<file path="config.mk">
export PLATFORM = sky130hd
export DESIGN_NAME = profile_window_controller
export DESIGN_NICKNAME = d
export VERILOG_FILES = /design/src/rtl/abacus_pkg.sv /design/src/rtl/abacus_window_timer.sv /design/src/rtl/profile_window_controller.sv
export SDC_FILE = /design/constraint.sdc
export NUM_CORES = 1
export LEC_CHECK = 0
export BUFFER_PORTS_ARGS = -buffer_cell sky130_fd_sc_hd__buf_4
export CORE_ASPECT_RATIO = 1.75
export CORE_MARGIN = 3
export CORE_UTILIZATION = 45
export CTS_CLUSTER_DIAMETER = 200
export CTS_CLUSTER_SIZE = 16
export DETAILED_ROUTE_END_ITERATION = 16
export PLACE_DENSITY = 0.66
export SLEW_MARGIN = 5
export SYNTH_ARGS = -nofsm -noshare
export SYNTH_HDL_FRONTEND = slang
export SYNTH_SLANG_ARGS = --single-unit
</file>
<file path="constraint.sdc">
create_clock -name clk -period 8.5 [get_ports clk]
set_clock_uncertainty 0.2 [all_clocks]
set_input_delay 0 -clock clk [delete_from_list [all_inputs] [get_ports clk]]
set_output_delay 0 -clock clk [all_outputs]
set_load 0.01 [all_outputs]
</file>
<file path="src/rtl/abacus_pkg.sv">
// rtl/abacus_pkg.sv - shared window-controller states, register offsets and CTRL bit indices
package abacus_pkg;

    typedef enum logic [1:0] {
        ST_IDLE    = 2'd0,
        ST_ARMED   = 2'd1,
        ST_RUNNING = 2'd2,
        ST_DONE    = 2'd3
    } state_t;

    localparam logic [7:0] OFF_CTRL         = 8'h00;
    localparam logic [7:0] OFF_UNIT_MASK    = 8'h04;
    localparam logic [7:0] OFF_WINDOW_LEN   = 8'h08;
    localparam logic [7:0] OFF_STATUS       = 8'h0C;
    localparam logic [7:0] OFF_ELAPSED      = 8'h10;
    localparam logic [7:0] OFF_WINDOW_COUNT = 8'h14;

    localparam int CTRL_START      = 0;
    localparam int CTRL_STOP       = 1;
    localparam int CTRL_IRQ_CLEAR  = 2;
    localparam int CTRL_TRIG_MODE  = 3;
    localparam int CTRL_AUTO_REARM = 4;

endpackage

</file>
<file path="src/rtl/abacus_window_timer.sv">
// rtl/abacus_window_timer.sv - ELAPSED counter with terminal compare and saturation
module abacus_window_timer (
    input  logic        clk,
    input  logic        rst,
    input  logic        i_clear,
    input  logic        i_run,
    input  logic [31:0] i_window_len,
    output logic [31:0] o_elapsed,
    output logic        o_terminal
);

    logic [31:0] r_elapsed;

    always_ff @(posedge clk or posedge rst) begin
        if (rst) begin
            r_elapsed <= 32'd0;
        end else if (i_clear) begin
            r_elapsed <= 32'd0;
        end else if (i_run && (r_elapsed != 32'hFFFF_FFFF)) begin
            r_elapsed <= r_elapsed + 32'd1;
        end
    end

    // A zero length means unbounded, so it never produces a terminal cycle.
    assign o_terminal = i_run && (i_window_len != 32'd0) &&
                        (r_elapsed == (i_window_len - 32'd1));
    assign o_elapsed  = r_elapsed;

endmodule

</file>
<file path="src/rtl/profile_window_controller.sv">
// rtl/profile_window_controller.sv - Wishbone profiling-window controller; ABACUS_AUTO_REARM_EN adds CTRL auto_rearm
module profile_window_controller
    import abacus_pkg::*;
#(
    parameter logic [31:0] CTRL_BASE_ADDR = 32'hf0030400,
    parameter int          NUM_UNITS      = 2
) (
    input  logic                 clk,
    input  logic                 rst,
    input  logic                 wb_cyc,
    input  logic                 wb_stb,
    input  logic                 wb_we,
    input  logic [31:0]          wb_adr,
    input  logic [31:0]          wb_dat_i,
    output logic [31:0]          wb_dat_o,
    output logic                 wb_ack,
    input  logic                 ext_trigger,
    output logic [NUM_UNITS-1:0] unit_enable,
    output logic                 snapshot_pulse,
    output logic                 window_irq
);

    localparam logic [31:0] A_CTRL         = CTRL_BASE_ADDR + 32'(OFF_CTRL);
    localparam logic [31:0] A_UNIT_MASK    = CTRL_BASE_ADDR + 32'(OFF_UNIT_MASK);
    localparam logic [31:0] A_WINDOW_LEN   = CTRL_BASE_ADDR + 32'(OFF_WINDOW_LEN);
    localparam logic [31:0] A_STATUS       = CTRL_BASE_ADDR + 32'(OFF_STATUS);
    localparam logic [31:0] A_ELAPSED      = CTRL_BASE_ADDR + 32'(OFF_ELAPSED);
    localparam logic [31:0] A_WINDOW_COUNT = CTRL_BASE_ADDR + 32'(OFF_WINDOW_COUNT);

    state_t                r_state;
    state_t                w_state_nxt;
    logic                  r_ack;
    logic [NUM_UNITS-1:0]  r_unit_mask;
    logic [31:0]           r_window_len;
    logic                  r_trig_mode;
    logic                  r_irq;
    logic                  r_snap;
    logic [31:0]           r_window_count;

    logic                  w_req;
    logic                  w_wr;
    logic                  w_wr_ctrl;
    logic                  w_cfg_ok;
    logic                  w_start;
    logic                  w_stop;
    logic                  w_irq_clr;
    logic                  w_trig_eff;
    logic                  w_auto;
    logic                  w_close;
    logic                  w_timer_clear;
    logic                  w_terminal;
    logic [31:0]           w_elapsed;
    logic [31:0]           w_rdata;

    assign w_req     = wb_cyc & wb_stb;
    assign w_wr      = w_req & wb_we & ~r_ack;
    assign w_wr_ctrl = w_wr && (wb_adr == A_CTRL);
    assign w_cfg_ok  = (r_state == ST_IDLE) || (r_state == ST_DONE);
    assign w_start   = w_wr_ctrl & wb_dat_i[CTRL_START];
    assign w_stop    = w_wr_ctrl & wb_dat_i[CTRL_STOP];
    assign w_irq_clr = w_wr_ctrl & wb_dat_i[CTRL_IRQ_CLEAR];
    // A start written together with trig_mode uses the newly written mode.
    assign w_trig_eff = (w_wr_ctrl && w_cfg_ok) ? wb_dat_i[CTRL_TRIG_MODE] : r_trig_mode;

`ifdef ABACUS_AUTO_REARM_EN
    logic r_auto_rearm;

    always_ff @(posedge clk or posedge rst) begin
        if (rst) begin
            r_auto_rearm <= 1'b0;
        end else if (w_wr_ctrl) begin
            r_auto_rearm <= wb_dat_i[CTRL_AUTO_REARM];
        end
    end

    assign w_auto = r_auto_rearm;
`else
    assign w_auto = 1'b0;
`endif

    always_comb begin
        w_state_nxt = r_state;
        w_close     = 1'b0;
        case (r_state)
            ST_IDLE: begin
                if (w_start && !w_stop) begin
                    w_state_nxt = w_trig_eff ? ST_ARMED : ST_RUNNING;
                end
            end
            ST_ARMED: begin
                if (w_stop) begin
                    w_state_nxt = ST_IDLE;
                end else if (ext_trigger) begin
                    w_state_nxt = ST_RUNNING;
                end
            end
            ST_RUNNING: begin
                if (w_stop || w_terminal) begin
                    w_state_nxt = ST_DONE;
                    w_close     = 1'b1;
                end
            end
            ST_DONE: begin
                if ((w_start && !w_stop) || w_auto) begin
                    w_state_nxt = w_trig_eff ? ST_ARMED : ST_RUNNING;
                end
            end
            default: w_state_nxt = ST_IDLE;
        endcase
    end

    assign w_timer_clear = (w_state_nxt == ST_RUNNING) && (r_state != ST_RUNNING);

    abacus_window_timer u_timer (
        .clk          (clk),
        .rst          (rst),
        .i_clear      (w_timer_clear),
        .i_run        (r_state == ST_RUNNING),
        .i_window_len (r_window_len),
        .o_elapsed    (w_elapsed),
        .o_terminal   (w_terminal)
    );

    always_ff @(posedge clk or posedge rst) begin
        if (rst) begin
            r_state        <= ST_IDLE;
            r_ack          <= 1'b0;
            r_unit_mask    <= '0;
            r_window_len   <= 32'd0;
            r_trig_mode    <= 1'b0;
            r_irq          <= 1'b0;
            r_snap         <= 1'b0;
            r_window_count <= 32'd0;
        end else begin
            r_state <= w_state_nxt;
            r_ack   <= w_req & ~r_ack;
            r_snap  <= w_close;
            if (w_close) begin
                r_window_count <= r_window_count + 32'd1;
            end
            if (w_close) begin
                r_irq <= 1'b1;
            end else if (w_irq_clr) begin
                r_irq <= 1'b0;
            end
            if (w_wr_ctrl && w_cfg_ok) begin
                r_trig_mode <= wb_dat_i[CTRL_TRIG_MODE];
            end
            if (w_wr && w_cfg_ok && (wb_adr == A_UNIT_MASK)) begin
                r_unit_mask <= wb_dat_i[NUM_UNITS-1:0];
            end
            if (w_wr && w_cfg_ok && (wb_adr == A_WINDOW_LEN)) begin
                r_window_len <= wb_dat_i;
            end
        end
    end

    always_comb begin
        w_rdata = 32'd0;
        if (w_req) begin
            case (wb_adr)
                A_CTRL:         w_rdata = {27'd0, w_auto, r_trig_mode, 3'b000};
                A_UNIT_MASK:    w_rdata = 32'(r_unit_mask);
                A_WINDOW_LEN:   w_rdata = r_window_len;
                A_STATUS:       w_rdata = {29'd0, r_irq, r_state};
                A_ELAPSED:      w_rdata = w_elapsed;
                A_WINDOW_COUNT: w_rdata = r_window_count;
                default:        w_rdata = 32'd0;
            endcase
        end
    end

    assign wb_dat_o       = w_rdata;
    assign wb_ack         = r_ack;
    assign unit_enable    = (r_state == ST_RUNNING) ? r_unit_mask : '0;
    assign snapshot_pulse = r_snap;
    assign window_irq     = r_irq;

endmodule

</file>
==> flow_summary.ini, run 1 <==
[cts]
clockBufferDepth = 2
postCtsSetupBuffers = 0
cts_made_buffers = 9
clkSlewWorstSetupHoldPaths_ns = 0.08
cts_sinks = 104
cts_resized = 0
cts_root_buf = clkbuf_16
htreeDepth = 3
cts_tree = built
clkLatencyLatePin_ns = 0.35
cts-hold-fix-buffers = 44

[cells_and_area]
nets = 963
layout.cells.non_filler = 1075
final_util = 0.570
postLayoutCellArea_um2 = 8590
n_antenna_cell = 0
area_growth_pct = 22.6
drive_above_1_share = 0.237

[worst_setup_path]
reg2reg_setup_slack_ns = 3.65
cp.required_ns = 8.53
critical_path_class = flop to flop
path_cells = nor4_1 > nand2_1 > nor4_1 > mux2_2 > a21o_1 > a2111o_1 > o32ai_4 > nand4_1 > xnor2_1
cpMostUsedCell = nor4_1
critPathLaunchType = flop
r2r-start = r_window_len[3]
worst_r2r_path_depth = 9
path_max_fanout = 34
r2r_end = r_window_count[18]
worstPathArrival_ns = 4.88
cp_slowest_cell = o32ai_4
cpPeakStageDelay_ns = 1.07
crit_path_end_kind = flop

[die]
core_um2 = 15100
die_area_um2 = 17200
core.rowCount = 59
pin_count = 107
initial_core_util = 0.465
die_x_um = 100
die_h_um = 171

[hold_path]
hold_path.class = primary input to async pin

[power]
power_leakage_nw = 3.79
power.density_nw_per_um2 = 134
peakVddDrop_uv = 110

[sta]
setup_viol_count_final = 0
rsz0062_at_grt = no
slew_viol_final = 0
relSlewSlack = 0.106
setup_slack_ns = 3.65
hold_violations = 0
min_period_ns = 4.85
tightest_slew_ns = 1.34
finalCritPeriodShare = 0.570
fmax_mhz = 206
finalSetupTns_ns = 0

[yosys]
ys_warn_count = 0
synth_top_area_frac = 0.371
yosysSeqAreaShare = 0.371
synth_area_leaders = dfrtp_1 37%, mux2_2 11%, xnor2_1 8.3%
synth_common_cells = 104 x dfrtp_1, 103 x nor2_1, 66 x mux2_2, 66 x xnor2_1, 50 x nand2_1
synth_most_common_cell = dfrtp_1
async_reset_ff_frac = 1.00
yosys.area.top_type = dfrtp_1
synth_edf_count = 0
synthDistinctLibCells = 63
synth.avg_cell_area_um2 = 9.10
syn_inst = 770
synth-main-ff-cell = dfrtp_1
syn-num-nets = 846
syn_area_um2 = 7010
synth-seq-cells = 104

[detailed_routing]
vias = 6419
viasPerCell = 5.97
drt_iter0_markers = 430
drtPass1Iterations = 5
wl_mm = 22.3
drc = 0
wl_per_cell_um = 20.7
drtAntennaViolNets = 0

[placement]
placedCellCount = 1015
dpl_cell_area_um2 = 7870
place_congestion = 0.938
place_hpwl_mm = 16.2
place_worst_setup_slack_ns = 3.68
port_buffers = 106

[run]
maxCapViolCount = 0

[status]
outcome = complete, no violations

[global_routing]
grt_start_max_net_pins = 66
grt_overflow = 0
grt_pass1_vias = 6535
antenna_found_initial = 0
grt_pass1_wl_mm = 34.9
gr-usage-all-layers = 0.261
placed cells by master (no fill, tap or decap), types with 5 or more instances in the layout:
master	instances
a21oi_1	9
a22oi_1	29
a31oi_1	6
and2_1	8
and3_1	17
and4_1	7
buf_4	114
clkbuf_16	9
dfrtp_1	104
dlygate4sd3_1	44
ha_1	6
inv_1	15
mux2_2	66
mux2i_1	7
nand2_1	50
nand3_1	40
nand4_1	26
nor2_1	102
nor3_1	21
nor4_1	19
o21ai_0	14
or4_1	5
xnor2_1	66
xor2_1	32
power by group:
group	internal (W)	switching, W	leakage (nW)
registers	0.000506	0.0000211	1.41
logic	0.0000899	0.000130	2.24
clock network	0.000203	0.000203	0.134
total	0.000800	0.000354	3.79
how the worst max path moves through the flow:
stage                                from            endpoint  slack [ns]  cells after the start
final                     r_window_len[3]  r_window_count[18]        3.65                      9
after CTS                 r_window_len[3]  r_window_count[18]        3.66                      9
after floorplan           r_window_len[2]  r_window_count[14]        4.93                     11
after global placement    r_window_len[3]   r_window_count[1]        3.95                      8
after global routing      r_window_len[3]  r_window_count[12]        3.30                      9
after detailed placement  r_window_len[2]  r_window_count[18]        3.68                      9
logic make-up after synthesis:
family / after synthesis / share of synthesized area
flip-flops: 104 / 0.371
buffers and inverters: 68 / 0.0409
multiplexers: 73 / 0.116
AO/OA/AOI/OAI: 86 / 0.0897
XOR/XNOR: 98 / 0.123
adder cells (fa/ha/maj): 6 / 0.0107
AND/OR/NAND/NOR: 335 / 0.249
worst max-delay path: cells and delay by family (launching register included):
family,cells,cell delay (ns)
AOI/OAI and AO/OA,3,1.65
and+or+nand+nor,4,1.77
DFF,1,0.48
muxes,1,0.40
xor gates and xnor gates,1,0.22
flip-flops by register name (all words and copies together) (netlist names):
| signal | flops |
|---|---|
| r_window_count | 32 |
| r_window_len | 32 |
| u_timer.o_elapsed | 32 |
| r_state | 2 |
| r_unit_mask | 2 |
| r_trig_mode | 1 |
| snapshot_pulse | 1 |
| wb_ack | 1 |
| window_irq | 1 |
cell type report:
| cell class | count | area [µm²] |
|---|---|---|
| repair buffers | 158 | 1300 |
| multi-input cells | 598 | 4120 |
| flip-flops and latches | 104 | 2600 |
| clock inverters | 6 | 47.5 |
| inverters | 16 | 62.6 |
| well taps | 183 | 229 |
| clock buffers | 10 | 229 |
| fillers | 1366 | 6470 |
through the flow:
stage | total power (W) | hold WS, ns
after floorplan | 0.000655 | -0.0832
after global placement | 0.000733 | -0.127
after detailed placement | 0.000742 | -0.121
after CTS | 0.00116 | 0.0686
after global routing | 0.00120 | 0.0899
final | 0.00115 | 0.0461
layer usage:
| metal | up-vias | routed length, µm | global-route usage |
|---|---|---|---|
| met4 | 0 | 1620 | 0.175 |
| met5 | - | 0 | 0 |
| li1 | 2977 | - | - |
| met2 | 286 | 11300 | 0.458 |
| met1 | 3094 | 8150 | 0.291 |
| met3 | 62 | 1210 | 0.0343 |
Power figures use the tool's default switching activity.
==> run 2, diff against run 1 <==
Clock period 8.5 ns to 4.9 ns, I/O delays scaled along.
==> flow_summary.ini, run 2 (synthesized netlist as in run 1, its figures left out) <==
[die]
core.rowCount = 59
pin_count = 107
die_h_um = 171
die_area_um2 = 17200
initial_core_util = 0.465
core_um2 = 15100
die_x_um = 100

[cells_and_area]
layout.cells.non_filler = 1075
fillers = 1377
final_common_cell = buf_4
area_growth_pct = 22.6
final_cell_mix = 115 x buf_4, 104 x dfrtp_1, 102 x nor2_1
drive_above_1_share = 0.238
postLayoutCellArea_um2 = 8590
n_antenna_cell = 0
nets = 964

[sta]
whs_ns = 0.0908
hold_violations = 0
slew_viol_final = 0
finalSetupTns_ns = 0
setup_viol_count_final = 0
tightest_slew_ns = 1.15
min_period_ns = 4.25
relSlewSlack = 0.228
finalCritPeriodShare = 0.867
rsz0062_at_grt = no
fmax_mhz = 235

[placement]
dpl_cell_area_um2 = 7880
placedCellCount = 1016
port_buffers = 106
place_hpwl_mm = 15.6
place_congestion = 0.916

[power]
switching_share = 0.300
p_sw_w = 0.000590
power.density_nw_per_um2 = 229
combPwrFrac = 0.187
power_w = 0.00197
peakVddDrop_uv = 153
power.internal_w = 0.00138
pwr-share-clk = 0.348
power_leakage_nw = 3.79
seq_power_share = 0.465

[global_routing]
grt_overflow = 0
gr-usage-all-layers = 0.254
grt_start_max_net_pins = 55
antenna_found_initial = 0
grt_pass1_wl_mm = 34.3
grt.busiest_layer = met2
grt_pass1_vias = 6698
grt_util_met1 = 0.286
use_met2 = 0.462
globalRouteMet3Util = 0.0355

[worst_setup_path]
cpPeakStageDelay_ns = 0.62
cp_num_buf_inv = 1
cp_slowest_cell = nor4_1
worst_r2r_path_depth = 9
critical_path_class = flop to flop
crit_cells = 9
path_cells = nor4_1 > nand2_1 > nor4_1 > mux2_2 > a21o_1 > a2111o_1 > o32ai_4 > buf_4 > mux2_2
path_max_fanout = 34
crit_path_end_kind = flop
critPathTopFamily = simple AND/OR/NAND/NOR gates
worstPathArrival_ns = 4.29
cp.required_ns = 4.94
critPathLaunchType = flop

[detailed_routing]
vias = 6446
drtAntennaViolNets = 0
wl_per_cell_um = 20.1
drt_iter0_markers = 412
drtPass1Iterations = 5
wl_mm = 21.6
viasPerCell = 6.00
drc = 0

[cts]
clkLatencyLatePin_ns = 0.35
htreeDepth = 3
clkSlewWorstSetupHoldPaths_ns = 0.08
cts-hold-fix-buffers = 44
cts_root_buf = clkbuf_16
cts_made_buffers = 9
postCtsSetupBuffers = 0
cts_tree = built
cts_resized = 0
clockBufferDepth = 2
cts_sinks = 104

[run]
maxCapViolCount = 0

[hold_path]
hold_path.class = primary input to async pin

[status]
outcome = complete, no violations
run 2: cell types whose count changed in the layout (fill, tap and decap cells not counted), sizes merged:
cell	before	now
inv	20	17
clkinvlp	1	2
buf	114	115
clkbuf	10	9
clkinv	1	3
run 2: area by class of cell:
type                    instances  area (µm²)  share of cell area
repair buffers                159        1300               0.152
inverters                      16        62.6             0.00728
well taps                     183         229              0.0267
clock inverters                 6        46.3             0.00539
flip-flops and latches        104        2600               0.303
clock buffers                   9         225              0.0262
multi-input cells             598        4120               0.480
run 2: worst paths after layout:
check | start | end | slack (ns)
setup / recovery | r_window_len[3] | r_window_count[1] | 0.65
hold / removal | rst | r_window_count[5] | 0.09
setup reg to reg | r_window_len[3] | r_window_count[1] | 0.65
hold reg to reg | wb_ack | wb_ack | 0.26
max in group asynchronous | rst | u_timer.o_elapsed[11] | 3.24
min in group clk | wb_adr[3] | r_unit_mask[1] | 0.10
run 2: layer usage:
layer / vias to the layer above / routed length, µm
met3: 49 / 944
met1: 3197 / 8410
met5: - / 0
li1: 2977 / -
met4: 0 / 885
met2: 223 / 11400
run 2: power by group through the flow:
stage	logic, W	clock network (W)	registers (W)
detailed placement	0.000341	0	0.000929
finish	0.000368	0.000685	0.000913
global placement	0.000330	0	0.000928
CTS	0.000370	0.000699	0.000912
global route	0.000399	0.000727	0.000914
floorplan	0.000221	0	0.000915
run 2: tightest hold or removal path, delay by kind of cell:
kind / cells / cell delay (ns)
buffers and inverters: 3 / 1.13
run 2: stage by stage:
| step | worst slack (ns) | utilization |
|---|---|---|
| 2_1_floorplan | 1.33 | - |
| 5_1_grt | 0.462 | 0.570 |
| 3_3_place_gp | 0.868 | 0.523 |
| 4_1_cts | 0.677 | 0.570 |
| 3_5_place_dp | 0.706 | 0.523 |
| 6_report | 0.653 | 0.570 |
